--- src/rtl/stopwatch_input_ctrl.sv ---
// Input front end for the stopwatch: synchronizes and debounces two buttons and two switches,
// produces the clear pulse, and runs the pause/run state machine.
module stopwatch_input_ctrl #(
    parameter int unsigned DEBOUNCE_N = 4
) (
    input  logic clk,
    input  logic rst,
    input  logic sample_en,
    input  logic but0,
    input  logic but1,
    input  logic sw0,
    input  logic sw1,
    output logic clr_pulse,
    output logic paused,
    output logic adj_mode,
    output logic adj_sel
);

    localparam int unsigned NumIn = 4;
    localparam logic [3:0] DebN = 4'(DEBOUNCE_N);

    // Channel order: 0 = but0 (clear), 1 = but1 (pause), 2 = sw0 (adjust), 3 = sw1 (field)
    localparam int unsigned ChClr = 0;
    localparam int unsigned ChPause = 1;
    localparam int unsigned ChAdj = 2;
    localparam int unsigned ChSel = 3;

    typedef enum logic {
        StRun,
        StHold
    } state_e;

    logic [NumIn-1:0] raw;
    logic [NumIn-1:0] sync1_q;
    logic [NumIn-1:0] sync2_q;
    logic [NumIn-1:0] level_q;
    logic [NumIn-1:0] level_d;
    logic [3:0]       cnt_q [NumIn];
    logic [3:0]       cnt_d [NumIn];
    logic [1:0]       level_dly_q;
    logic             clr_edge;
    logic             pause_edge;
    state_e           state_q;
    state_e           state_d;
    logic             clr_pulse_q;
    logic             paused_q;
    logic             adj_mode_q;
    logic             adj_sel_q;

    assign raw = {sw1, sw0, but1, but0};

    always_ff @(posedge clk or negedge rst) begin
        if (!rst) begin
            sync1_q <= '0;
            sync2_q <= '0;
        end else begin
            sync1_q <= raw;
            sync2_q <= sync1_q;
        end
    end

    // Debouncers: a level flips only after DEBOUNCE_N consecutive differing samples.
    always_comb begin
        level_d = level_q;
        for (int i = 0; i < NumIn; i++) begin
            cnt_d[i] = cnt_q[i];
            if (sample_en) begin
                if (sync2_q[i] == level_q[i]) begin
                    cnt_d[i] = 4'd0;
                end else if (cnt_q[i] + 4'd1 == DebN) begin
                    level_d[i] = ~level_q[i];
                    cnt_d[i]   = 4'd0;
                end else begin
                    cnt_d[i] = cnt_q[i] + 4'd1;
                end
            end
        end
    end

    always_ff @(posedge clk or negedge rst) begin
        if (!rst) begin
            level_q <= '0;
            for (int i = 0; i < NumIn; i++) begin
                cnt_q[i] <= 4'd0;
            end
        end else begin
            level_q <= level_d;
            for (int i = 0; i < NumIn; i++) begin
                cnt_q[i] <= cnt_d[i];
            end
        end
    end

    always_ff @(posedge clk or negedge rst) begin
        if (!rst) begin
            level_dly_q <= 2'b00;
        end else begin
            level_dly_q <= level_q[ChPause:ChClr];
        end
    end

    assign clr_edge   = level_q[ChClr] & ~level_dly_q[ChClr];
    assign pause_edge = level_q[ChPause] & ~level_dly_q[ChPause];

    // Clear takes priority; pause toggles are ignored while in adjust mode.
    always_comb begin
        state_d = state_q;
        if (clr_edge) begin
            state_d = StRun;
        end else if (pause_edge && !adj_mode_q) begin
            unique case (state_q)
                StRun:   state_d = StHold;
                StHold:  state_d = StRun;
                default: state_d = StRun;
            endcase
        end
    end

    always_ff @(posedge clk or negedge rst) begin
        if (!rst) begin
            state_q <= StRun;
        end else begin
            state_q <= state_d;
        end
    end

    always_ff @(posedge clk or negedge rst) begin
        if (!rst) begin
            clr_pulse_q <= 1'b0;
            paused_q    <= 1'b0;
            adj_mode_q  <= 1'b0;
            adj_sel_q   <= 1'b0;
        end else begin
            clr_pulse_q <= clr_edge;
            paused_q    <= (state_d == StHold) | level_q[ChAdj];
            adj_mode_q  <= level_q[ChAdj];
            adj_sel_q   <= level_q[ChSel];
        end
    end

    assign clr_pulse = clr_pulse_q;
    assign paused    = paused_q;
    assign adj_mode  = adj_mode_q;
    assign adj_sel   = adj_sel_q;

endmodule

--- config.mk ---
export PLATFORM = sky130hd
export DESIGN_NAME = stopwatch_input_ctrl
export DESIGN_NICKNAME = d
export VERILOG_FILES = /design/src/rtl/stopwatch_input_ctrl.sv
export SDC_FILE = /design/constraint.sdc
export NUM_CORES = 1
export LEC_CHECK = 0
export BUFFER_PORTS_ARGS = -buffer_cell sky130_fd_sc_hd__buf_2
export CORE_MARGIN = 2
export CORE_UTILIZATION = 45
export CTS_BUF_LIST = sky130_fd_sc_hd__clkbuf_2
export DETAILED_ROUTE_END_ITERATION = 6
export PLACE_DENSITY = 0.71
export SETUP_SLACK_MARGIN = 0.3
export SYNTH_ARGS = -nofsm -noshare
export SYNTH_HDL_FRONTEND = slang
export SYNTH_SLANG_ARGS = --single-unit
--- constraint.sdc ---
create_clock -name clk -period 1.8 [get_ports clk]
set_input_delay 0.36 -clock clk [delete_from_list [all_inputs] [get_ports clk]]
set_output_delay 0.36 -clock clk [all_outputs]
set_load 0.01 [all_outputs]
==> results of run 1 <==
## critical path, stage by stage, from the launching register on
cell and delay (ns):
dfrtp_2 0.47, buf_4 0.16, and3b_2 0.24, nor3_4 0.21, o21ai_2 0.09, mux2_4 0.30
## cell families after synthesis
family          Yosys count  synth area share
fa+ha+maj                 7            0.0546
simple gates             37             0.133
xor+xnor                  7            0.0382
flops                    35             0.546
compound gates           31             0.154
buf+inv                  15            0.0374
mux                       5            0.0367
## power by group through the flow
| stage | Sequential (W) | Clock, W | Combinational, W |
|---|---|---|---|
| floorplan | 0.00110 | 0 | 0.000353 |
| global placement | 0.00111 | 0 | 0.000462 |
| detailed placement | 0.00112 | 0 | 0.000483 |
| CTS | 0.00108 | 0.000367 | 0.000628 |
| global route | 0.00112 | 0.000416 | 0.000754 |
| finish | 0.00110 | 0.000353 | 0.000672 |
## cell usage in the layout, fill, tap and decap left out, types with 3 or more instances in the layout
cell	count
xor2_1	3
inv_1	12
buf_4	14
nand3b_1	3
dfrtp_2	5
buf_2	10
xnor2_1	4
dfrtp_1	30
nor2_1	4
o2bb2ai_1	6
ha_1	3
o22ai_1	3
o21ai_0	3
nand2_1	7
clkbuf_2	6
nand3_1	7
## repair_timing
item                                    CTS  global route
endpoints found under the hold margin    30             0
pin swaps                                 3             2
endpoints found under the setup margin    3             5
setup buffers                            10             1
resized for setup                         8            13
hold buffers                              1             0
## sequential cells by signal, summed over array words and instances, names as in the netlist, 2 cells and up
signal       cells
level_dly_q      2
sync2_q          4
sync1_q          4
level_q          4
cnt_q           16
## metrics by stage
stage               cells  power [W]
global route          213    0.00229
CTS                   212    0.00208
detailed placement    193    0.00161
global placement      193    0.00157
finish                213    0.00212
floorplan             137    0.00145
## layer usage
layer  GRT usage  up-vias  wire, um
met2       0.284       30      1560
met5           0        -         0
met4      0.0842        0        53
met1       0.200      578      1300
met3      0.0464        8       101
li1            -      549         -
## final cells by class
cell class,instances,area (um2)
Fill cell,280,1440
Tap cell,46,57.6
Clock inverter,2,12.5
Sequential cell,35,882
Timing Repair Buffer,25,165
Multi-Input combinational cell,87,754
Clock buffer,6,30.0
Inverter,12,45.0
## worst max path at each step
stage,end,slack (ns),cells after the start
CTS,level_q[2],0.26,5
global placement,level_q[2],0.25,5
finish,level_q[2],0.23,5
detailed placement,level_q[2],0.19,5
floorplan,level_q[3],0.29,5
global route,level_q[2],0.18,5
==> results, run 1 <==
- The classification of the worst setup path is flop to flop.
- The aggregate routed wire length is about 3000 um.
- The run finished with clean final reports.
- At the end of routability-driven placement, the weighted congestion stood at 0.848.
- The worst pin sits at a relative slew slack of 0.722.
- The largest net degree at the start of global routing is 36.
- The clock latency reported for the late side of the worst-skew pair is between 0.3 and 0.4 ns.
- The quantity of I/O buffers inserted on ports is 10.
- The endpoint identified for the worst register-to-register timing path is level_q[2].
- The top-level port count is 11.
- Of the total power, registers draw 0.517.
- The category of the worst setup path capture point is a flop.
- In the routed layout, each cell is associated on average with a via count of between 5 and 6.
- The placeable core region is 3390 um2.
- In the post-synthesis netlist, the cell with the most instances is dfrtp_1.
- After synthesis, the share of flip-flops with an asynchronous set or reset is 1.00.
- The effective utilization at floorplan is 0.473.
- The area of the mapped netlist is roughly 1600 um2.
- Cell internal power was estimated by the tool at ~0.0014 W.
- The final total negative setup slack is 0 ns.
- The net count of the finished layout is between 150 and 200.
- In this run the static leakage power is roughly 0.86 nW.
- The type of origin of the critical path is a flop.
- The wire length of the first global-routing pass is 5330 um.
- The maximum fanout encountered on the critical timing path is 4.
- The average wire length per cell after detail routing is approximately 14 um.
- The max-slew violation count is 0.
- The tree is rooted in a clkbuf_2.
- The die is between 60 and 70 um tall.
- The worst hold path begins at sw1.
- The number of global-route vias before repair is between 1000 and 1500.
- The floorplan die area is slightly above 4000 um2.
- By count the netlist is led by dfrtp_1 (35), inv_1 (12), ha_1 (7), nand2_1 (7), nand3_1 (7).
- The maximum VDD drop is 0.683 mV.
- Setup repair after global routing could not meet its margin everywhere.
- The critical path starts at cnt_q[5].
- The number of different library cells used by synthesis comes to 44.
- The required time of the critical path is 2.08 ns.
- The worst hold path depth is 1.
- The count of final setup violators is 0.
- The antenna diode instance count is 0.
- The sequential share of the synthesized area is 0.546.
- The detailed router placed about 1200 vias in this run.
- The number of flops mapped to enable cells by yosys is 0.
- The most area-hungry cell type in the Yosys netlist is dfrtp_1.
- The share of total power dissipated in the clock network is 0.166.
- The total of flip-flops plus latches after synthesis is 35.
- Counting every instance in the synthesized netlist gives about 140.
- Synthesis produced a netlist with a net count of 151.
- The power density over the cells is 1090 nW/um2.
- Once detail routing completed, the nets flagged for antenna violations numbered 0.
- In this run the cell area measured after placement is roughly 1700 um2.
- The maximum root-to-sink buffer count is 2.
- The share of the synthesized area in the top cell type is 0.546.
- The count of TritonRoute iterations in the first routing pass is 4.
- The post-detailed-placement half-perimeter wirelength is ~1900 um.
- Final hold analysis gives a worst-case slack of between 0.07 and 0.08 ns.
- The worst slack at placement is 0.187 ns.
- The H-tree depth reported by CTS is 2.
- The worst-case setup margin in the final layout is ~0.23 ns.
- The final standard cell utilization of the core is 0.574.
- The Yosys warning count is 0.
- At the pin with the least slew margin, the transition time is between 0.4 and 0.5 ns.
- Summing all non-filler instances in the final layout gives an area of slightly below 2000 um2.
- The remaining design rule violation count is 0.
- The period utilization is 0.870.
- The net switching fraction of the power is 0.339.
- The time the worst path needs with I/O delays and setup is between 1.5 and 2 ns.
- The CTS clock-pin slew for the worst setup and hold paths is approximately 0.18 ns.
- The cell row count is 21.
- The TritonCTS sink count is 35.
- The type of the most critical hold path is input pin to flop.
- The floorplan step set the die width to 63.7 um.
- At the worst endpoint, the arrival time is 1.84 ns.
- Yosys attributes the largest share of cell area to dfrtp_1 (55%), ha_1 (5.5%), o2bb2ai_1 (3.3%).
- The share of cells above drive strength 1 is 0.329.
- The number of hold violations in the final report is 0.
- The number of antenna violations at the first check in global routing is 0.
- For this design the total switching power over the nets is just over 0.0007 W.
- For this block, the initial DRC count from the detailed router was 43.
- Each instance of the synthesized netlist takes up on average ~12 um2.
- Compared with the post-synthesis result, the final layout area differs by 21.4%.
- TritonCTS built the clock tree.
- The total global-route track usage is 0.170.
- The max-capacitance violation count is 0.
- The final clock skew is ~0.026 ns.
- The final global-route overflow total is 0.
- Across all register-to-register paths, the minimum setup slack is between 0.2 and 0.25 ns.
- Based on the critical path, the design can be clocked at up to around 0.64 GHz.
- The fraction of power consumed by combinational cells is 0.317.
- The worst hold path terminates at sync1_q[3].
- The startpoint identified for the worst register-to-register timing path is cnt_q[5].
- The top flip-flop cell by instance count after synthesis is dfrtp_1.
- The number of cells on the worst reg-to-reg path is 5.
- The number of clock buffers inserted by TritonCTS is 5.
Note: power is estimated with default switching activity, not from simulation.
==> run 2, diff against run 1 <==
Settings changed: BUFFER_PORTS_ARGS -buffer_cell sky130_fd_sc_hd__buf_2 to not set, CORE_UTILIZATION 45 to 65, DONT_BUFFER_PORTS set to 1, PLACE_DENSITY 0.71 to 0.9.
==> results, run 2 (synthesis results as in run 1) <==
- The signal on the critical path passes through buf_6 -> a21bo_1 -> a32oi_2 -> nor2_2 -> mux2_4.
- The worst stage delay on the critical path is 0.48 ns (about the same).
- The count of final setup violators came to 0 (unchanged).
- The standby leakage power is 0.834 nW (-2.8%).
- The tightest slew margin relative to the limit is 0.697 (-0.0252).
- The number of antenna violations at the first check in global routing came to 0 (unchanged).
- The buffer cell driving the clock tree root is clkbuf_2.
- The max-slew violation count is 0 (unchanged).
- The TritonCTS sink count is 35 (unchanged).
- The placed instance count was 162 (-16%).
- The routability congestion estimate from global placement is 0.847 (about the same).
- The type of origin of the critical path is a flop.
- The worst-case hold path end point is cnt_q[0].
- The time the worst path needs with I/O delays and setup came to 1.59 ns (+0.0270 ns).
- The number of cells on the worst reg-to-reg path is 5 (unchanged).
- The register cell area after layout is 881 um2 (-0.14%).
- The flip-flop count of the largest register, all copies and words added is 16 (unchanged).
- The flow ran to the end, and the final reports show no timing, DRC or antenna violations.
- The effective utilization at floorplan is 0.705 (+0.232).
- The worst flop-to-flop path endpoint is level_q[0].
- The number of fill cells in the layout is 88 (-69%).
- The wire length of the first global-routing pass is 5450 um (+2.3%).
- The slowest stage of the critical path is the dfrtp_2 cell.
- The maximum fanout encountered on the critical timing path is 5 (+1).
- The final total negative setup slack is 0 ns (unchanged).
- The maximum VDD drop is 1.35 mV (+97%).
- The total global-route track usage is 0.279 (+0.109).
- The number of hold violations in the final report is 0 (unchanged).
- The net count of the finished layout came to 171 (-5.0%).
- The average wire length per cell after detail routing is 20.7 um (+46%).
- The CTS clock-pin slew for the worst setup and hold paths is 0.19 ns (about the same).
- The count of TritonRoute iterations in the first routing pass was 4 (unchanged).
- The share of cells above drive strength 1 came to 0.259 (-0.0698).
- Relative to the synthesized area, the layout overhead comes to 20.4%.
- The worst hold path begins at sample_en.
- The max-capacitance violation count is 0 (unchanged).
- The placeable core region is 2280 um2 (-33%).
- cnt_q holds more flip-flops than any other register.
- The final global-route overflow total came to 0 (unchanged).
- The quantity of I/O buffers inserted on ports is 0 (-10).
- STA classifies the critical path endpoint as a flop.
- The number of clock buffers inserted by TritonCTS is 5 (unchanged).
- The post-detailed-placement half-perimeter wirelength is 1980 um (+3.8%).
- The remaining antenna violation count came to 0 (unchanged).
- The vias per cell is 6.42 (+17%).
- The final clock skew is 0.0268 ns (+0.000566 ns).
- By startpoint and endpoint, the worst setup path is classified as flop to flop.
- The period utilization came to 0.885 (+0.0150).
- The via total after detailed routing was 1195 (+2.6%).
- The maximum clock frequency was 0.628 GHz (-1.7%).
- The H-tree depth reported by CTS was 2 (unchanged).
- The antenna diode instance count came to 0 (unchanged).
- The die outline height is 53.7 um (-16%).
- The worst hold path depth is 1 (unchanged).
- The transition at the pin with the smallest max-transition slack is 0.455 ns (+0.0374 ns).
- The worst register-to-register path begins at cnt_q[12].
- In the layout the commonest cells are dfrtp_1 (31), inv_1 (12), buf_4 (8).
- The type of the most critical hold path is input pin to flop.
- The number of DRC violations after detailed-routing iteration 0 was 36 (-16%).
- The maximum root-to-sink buffer count is 2 (unchanged).
- Setup repair after global routing could not meet its margin everywhere.
- The cell row count is 17 (-19%).
- The power density over the cells was 1200 nW/um2 (+10%).
- The area occupied by multi-input gates was 748 um2 (-0.83%).
- The worst endpoint data arrival time is 1.90 ns (+0.06 ns).
- The most frequent standard cell in the layout excluding fill and tap cells is dfrtp_1.
- The required time of the critical path was 2.11 ns (+0.03 ns).
- The final standard cell count with taps included and fillers excluded is 186 (-13%).
- The aggregate routed wire length is 3850 um (+27%).
- The final standard cell utilization of the core is 0.848 (+0.274).
- TritonCTS built the clock tree.
- The number of global-route vias before repair is 1183 (-1.8%).
- The largest net degree at the start of global routing is 36 (unchanged).
- The top-level port count is 11 (unchanged).
- The clock latency reported for the late side of the worst-skew pair is 0.39 ns (about the same).
- The floorplan die width is 53.7 um (-16%).
- The worst setup slack for register-to-register paths is 0.21 ns (-0.03 ns).
- The floorplan die area is 2880 um2 (-29%).
- The remaining design rule violation count was 0 (unchanged).
-- run 2: cell types whose count changed in the layout (fill, tap and decap cells not counted), moves of 2 or more --
cell	previous run	this run
buf_2	10	0
buf_6	0	2
dlygate4sd3_1	1	5
buf_4	14	8
-- run 2: per-stage QoR --
step	cell area, um2	power (W)	hold WS, ns	worst slack, ns
after global routing	1930	0.00243	0.0133	0.164
after CTS	1860	0.00220	0.0310	0.230
after detailed placement	1630	0.00157	0.0649	0.157
after global placement	1630	0.00152	0.0651	0.246
final	1930	0.00231	0.0430	0.207
after floorplan	1610	0.00145	0.0644	0.289
-- run 2: final cells by class --
type / count / share of cell area
Tap cell: 28 / 0.0181
Clock buffer: 5 / 0.0130
Clock inverter: 3 / 0.0227
Timing Repair Buffer: 16 / 0.0791
Sequential cell: 35 / 0.456
Multi-Input combinational cell: 87 / 0.388
Inverter: 12 / 0.0233
-- run 2: worst max-delay path by stage --
stage / depth (start not counted) / start / end / slack [ns]
after floorplan: 5 / cnt_q[0] / level_q[3] / 0.29
after global placement: 5 / cnt_q[12] / level_q[0] / 0.25
after detailed placement: 5 / cnt_q[12] / level_q[0] / 0.16
after CTS: 5 / cnt_q[0] / level_q[3] / 0.23
after global routing: 5 / cnt_q[0] / level_q[3] / 0.16
final: 5 / cnt_q[12] / level_q[0] / 0.21
-- run 2: per-layer routing --
metal	global-route usage	up-vias	part of all wire
met4	0.120	0	0.037
met1	0.323	593	0.37
li1	-	533	-
met3	0.0611	17	0.050
met5	0	-	0
met2	0.496	52	0.54
-- run 2: where the power goes --
group,leakage [nW],internal (W),switching (W),total [W]
Sequential,0.448,0.000956,0.000179,0.00113
Combinational,0.343,0.000345,0.000334,0.000679
Clock,0.0429,0.000235,0.000265,0.000500
-- run 2: what timing repair did --
item	CTS	global route
resized for setup	10	10
setup endpoints to repair	4	5
setup buffers	8	2
hold buffers	6	0
pin swaps	4	6
hold endpoints to repair	39	0
-- run 2: critical path: cells and delay by family (launching register included) --
kind,cells,cell delay [ns]
flip-flops,1,0.48
buffers and inverters,1,0.14
AND/OR/NAND/NOR,1,0.10
AO/OA/AOI/OAI,2,0.49
multiplexers,1,0.30
==> run 3, diff against run 2 <==
Settings changed: CORE_UTILIZATION 65 to 61, PLACE_DENSITY 0.9 to 0.86.
==> results, run 3 (synthesis results as in run 1) <==
- The maximum VDD drop came to 0.960 mV (-29%).
- The number of hold violations in the final report is 0 (unchanged).
- Leaving out fill and tap cells, the most frequent cells in the layout are dfrtp_1 (31), inv_1 (12), buf_4 (9).
- The wire length of the first global-routing pass is 5120 um (-6.1%).
- The register with the most flip-flops is cnt_q.
- The final clock skew came to 0.0262 ns (-0.000577 ns).
- The number of clock buffers inserted by TritonCTS is 5 (unchanged).
- The post-detailed-placement half-perimeter wirelength is 1890 um (-4.8%).
- The die outline height is 55.3 um (+3.0%).
- The routability congestion estimate from global placement is 0.823 (-2.8%).
- The run finished with clean final reports.
- The count of final setup violators is 0 (unchanged).
- TritonCTS built the clock tree.
- The register cell area after layout was 881 um2 (unchanged).
- The max-capacitance violation count was 0 (unchanged).
- The share of cells above drive strength 1 is 0.234 (-0.0253).
- The floorplan die area is 3060 um2 (+6.1%).
- The placeable core region came to 2480 um2 (+8.9%).
- The count of TritonRoute iterations in the first routing pass was 4 (unchanged).
- The worst setup path is launched from a flop.
- The quantity of I/O buffers inserted on ports is 0 (unchanged).
- The top-level port count came to 11 (unchanged).
- The library cell used most frequently in the layout, excluding fill and tap cells, is dfrtp_1.
- The cell row count was 18 (+1).
- The H-tree depth reported by CTS is 2 (unchanged).
- The maximum root-to-sink buffer count was 2 (unchanged).
- The worst setup slack for register-to-register paths is 0.20 ns (about the same).
- The number of DRC violations after detailed-routing iteration 0 is 30 (-17%).
- Relative to the synthesized area, the layout overhead comes to 17.0%.
- Setup repair after global routing could not meet its margin everywhere.
- The standby leakage power is 0.828 nW (-0.67%).
- In this run the critical register-to-register path is captured at level_q[2].
- The maximum fanout encountered on the critical timing path is 4 (-1).
- The number of fill cells in the layout is 155 (+76%).
- The worst hold path depth is 1 (unchanged).
- The worst endpoint data arrival time is 1.85 ns (-0.05 ns).
- The number of global-route vias before repair is 1157 (-2.2%).
- The antenna diode instance count is 0 (unchanged).
- The final total negative setup slack was 0 ns (unchanged).
- The transition at the pin with the smallest max-transition slack is 0.430 ns (-0.0242 ns).
- The startpoint identified for the worst hold timing path is sample_en.
- The flip-flop count of the largest register, all copies and words added was 16 (unchanged).
- The period utilization is 0.887 (+0.00220).
- The max-slew violation count came to 0 (unchanged).
- The launching point of the worst reg2reg path is cnt_q[5].
- The post-layout instance area is 1880 um2 (-2.8%).
- The net count of the finished layout is 171 (unchanged).
- The area occupied by multi-input gates is 724 um2 (-3.2%).
- The vias per cell came to 6.23 (-3.0%).
- The tree is rooted in a clkbuf_2.
- The maximum clock frequency is 0.626 GHz (-0.25%).
- STA classifies the critical path endpoint as a flop.
- The average wire length per cell after detail routing came to 17.1 um (-18%).
- The via total after detailed routing came to 1172 (-1.9%).
- The remaining design rule violation count is 0 (unchanged).
- The clock latency reported for the late side of the worst-skew pair is 0.38 ns (about the same).
- The classification of the worst setup path is flop to flop.
- The number of cells on the worst reg-to-reg path was 5 (unchanged).
- The type of the most critical hold path is input pin to flop.
- The CTS clock-pin slew for the worst setup and hold paths is 0.18 ns (about the same).
- The tightest slew margin relative to the limit came to 0.713 (+0.0162).
- The aggregate routed wire length is 3210 um (-17%).
- The floorplan die width is 55.3 um (+3.0%).
- The effective utilization at floorplan is 0.647 (-0.0573).
- The power density over the cells is 1110 nW/um2 (-7.7%).
- The worst-case hold path end point is cnt_q[15].
- The number of antenna violations at the first check in global routing was 0 (unchanged).
- The total global-route track usage is 0.217 (-0.0619).
- The time the worst path needs with I/O delays and setup came to 1.60 ns (+0.00397 ns).
- The final global-route overflow total is 0 (unchanged).
- The required time of the critical path is 2.06 ns (-0.05 ns).
- The largest net degree at the start of global routing was 36 (unchanged).
- The remaining antenna violation count was 0 (unchanged).
- The TritonCTS sink count is 35 (unchanged).
- The cell area after placement was 1640 um2 (+0.15%).
## run 3: cell count changes in the layout (fill, tap and decap cells not counted)
cell,before,now
buf_4,8,9
clkinv_4,1,0
xor2_2,1,0
mux2_4,2,1
ha_2,1,2
clkbuf_2,5,7
buf_6,2,1
ha_4,2,1
xor2_1,2,3
mux2_1,0,2
bufinv_16,1,0
nor2_2,1,0
nor2_1,4,5
mux2_2,2,1
## run 3: timing repair
action | CTS | global route
gates resized for setup | 7 | 7
endpoints found under the hold margin | 39 | 0
endpoints found under the setup margin | 4 | 7
buffers inserted | 10 | 0
pin swaps | 5 | 1
hold buffers | 6 | 0
## run 3: worst max-delay path, stage by stage, from the launching register on
cell	delay, ns
dfrtp_2	0.47
buf_4	0.16
and3b_1	0.22
nor3_2	0.22
o21ai_1	0.11
mux2_1	0.33
## run 3: per-stage QoR
| stage | worst slack [ns] | utilization | std cells | hold WS [ns] | total power, W |
|---|---|---|---|---|---|
| 6_report | 0.203 | 0.758 | 188 | 0.0469 | 0.00208 |
| 5_1_grt | 0.166 | 0.758 | 188 | 0.0246 | 0.00219 |
| 4_1_cts | 0.254 | 0.744 | 188 | 0.0308 | 0.00204 |
| 3_5_place_dp | 0.197 | 0.660 | 164 | 0.0651 | 0.00156 |
| 2_1_floorplan | 0.289 | - | 137 | 0.0644 | 0.00145 |
| 3_3_place_gp | 0.257 | 0.660 | 164 | 0.0651 | 0.00151 |
## run 3: worst max path at each step
stage | start | slack, ns | to | cells past startpoint
CTS | cnt_q[4] | 0.25 | level_q[2] | 5
floorplan | cnt_q[0] | 0.29 | level_q[3] | 5
detailed placement | cnt_q[0] | 0.20 | level_q[3] | 5
finish | cnt_q[5] | 0.20 | level_q[2] | 5
global route | cnt_q[5] | 0.17 | level_q[2] | 5
global placement | cnt_q[0] | 0.26 | level_q[3] | 5
## run 3: where the power goes
group          leakage, nW  internal [W]  switching, W
registers            0.448      0.000956      0.000150
clock network       0.0330      0.000106      0.000245
logic                0.347      0.000317      0.000304
total                0.828       0.00138      0.000699
## run 3: cell type report
class / count / area share
Clock inverter: 1 / 0.00267
Multi-Input combinational cell: 87 / 0.386
Sequential cell: 35 / 0.469
Tap cell: 30 / 0.0200
Inverter: 12 / 0.0240
Clock buffer: 7 / 0.0187
Timing Repair Buffer: 16 / 0.0793
## run 3: per-layer routing
| layer | global-route usage | vias up | wire length [um] |
|---|---|---|---|
| li1 | - | 536 | - |
| met1 | 0.268 | 593 | 1380 |
| met2 | 0.366 | 36 | 1630 |
| met3 | 0.0422 | 7 | 142 |
| met4 | 0.105 | 0 | 62 |
| met5 | 0 | - | 0 |
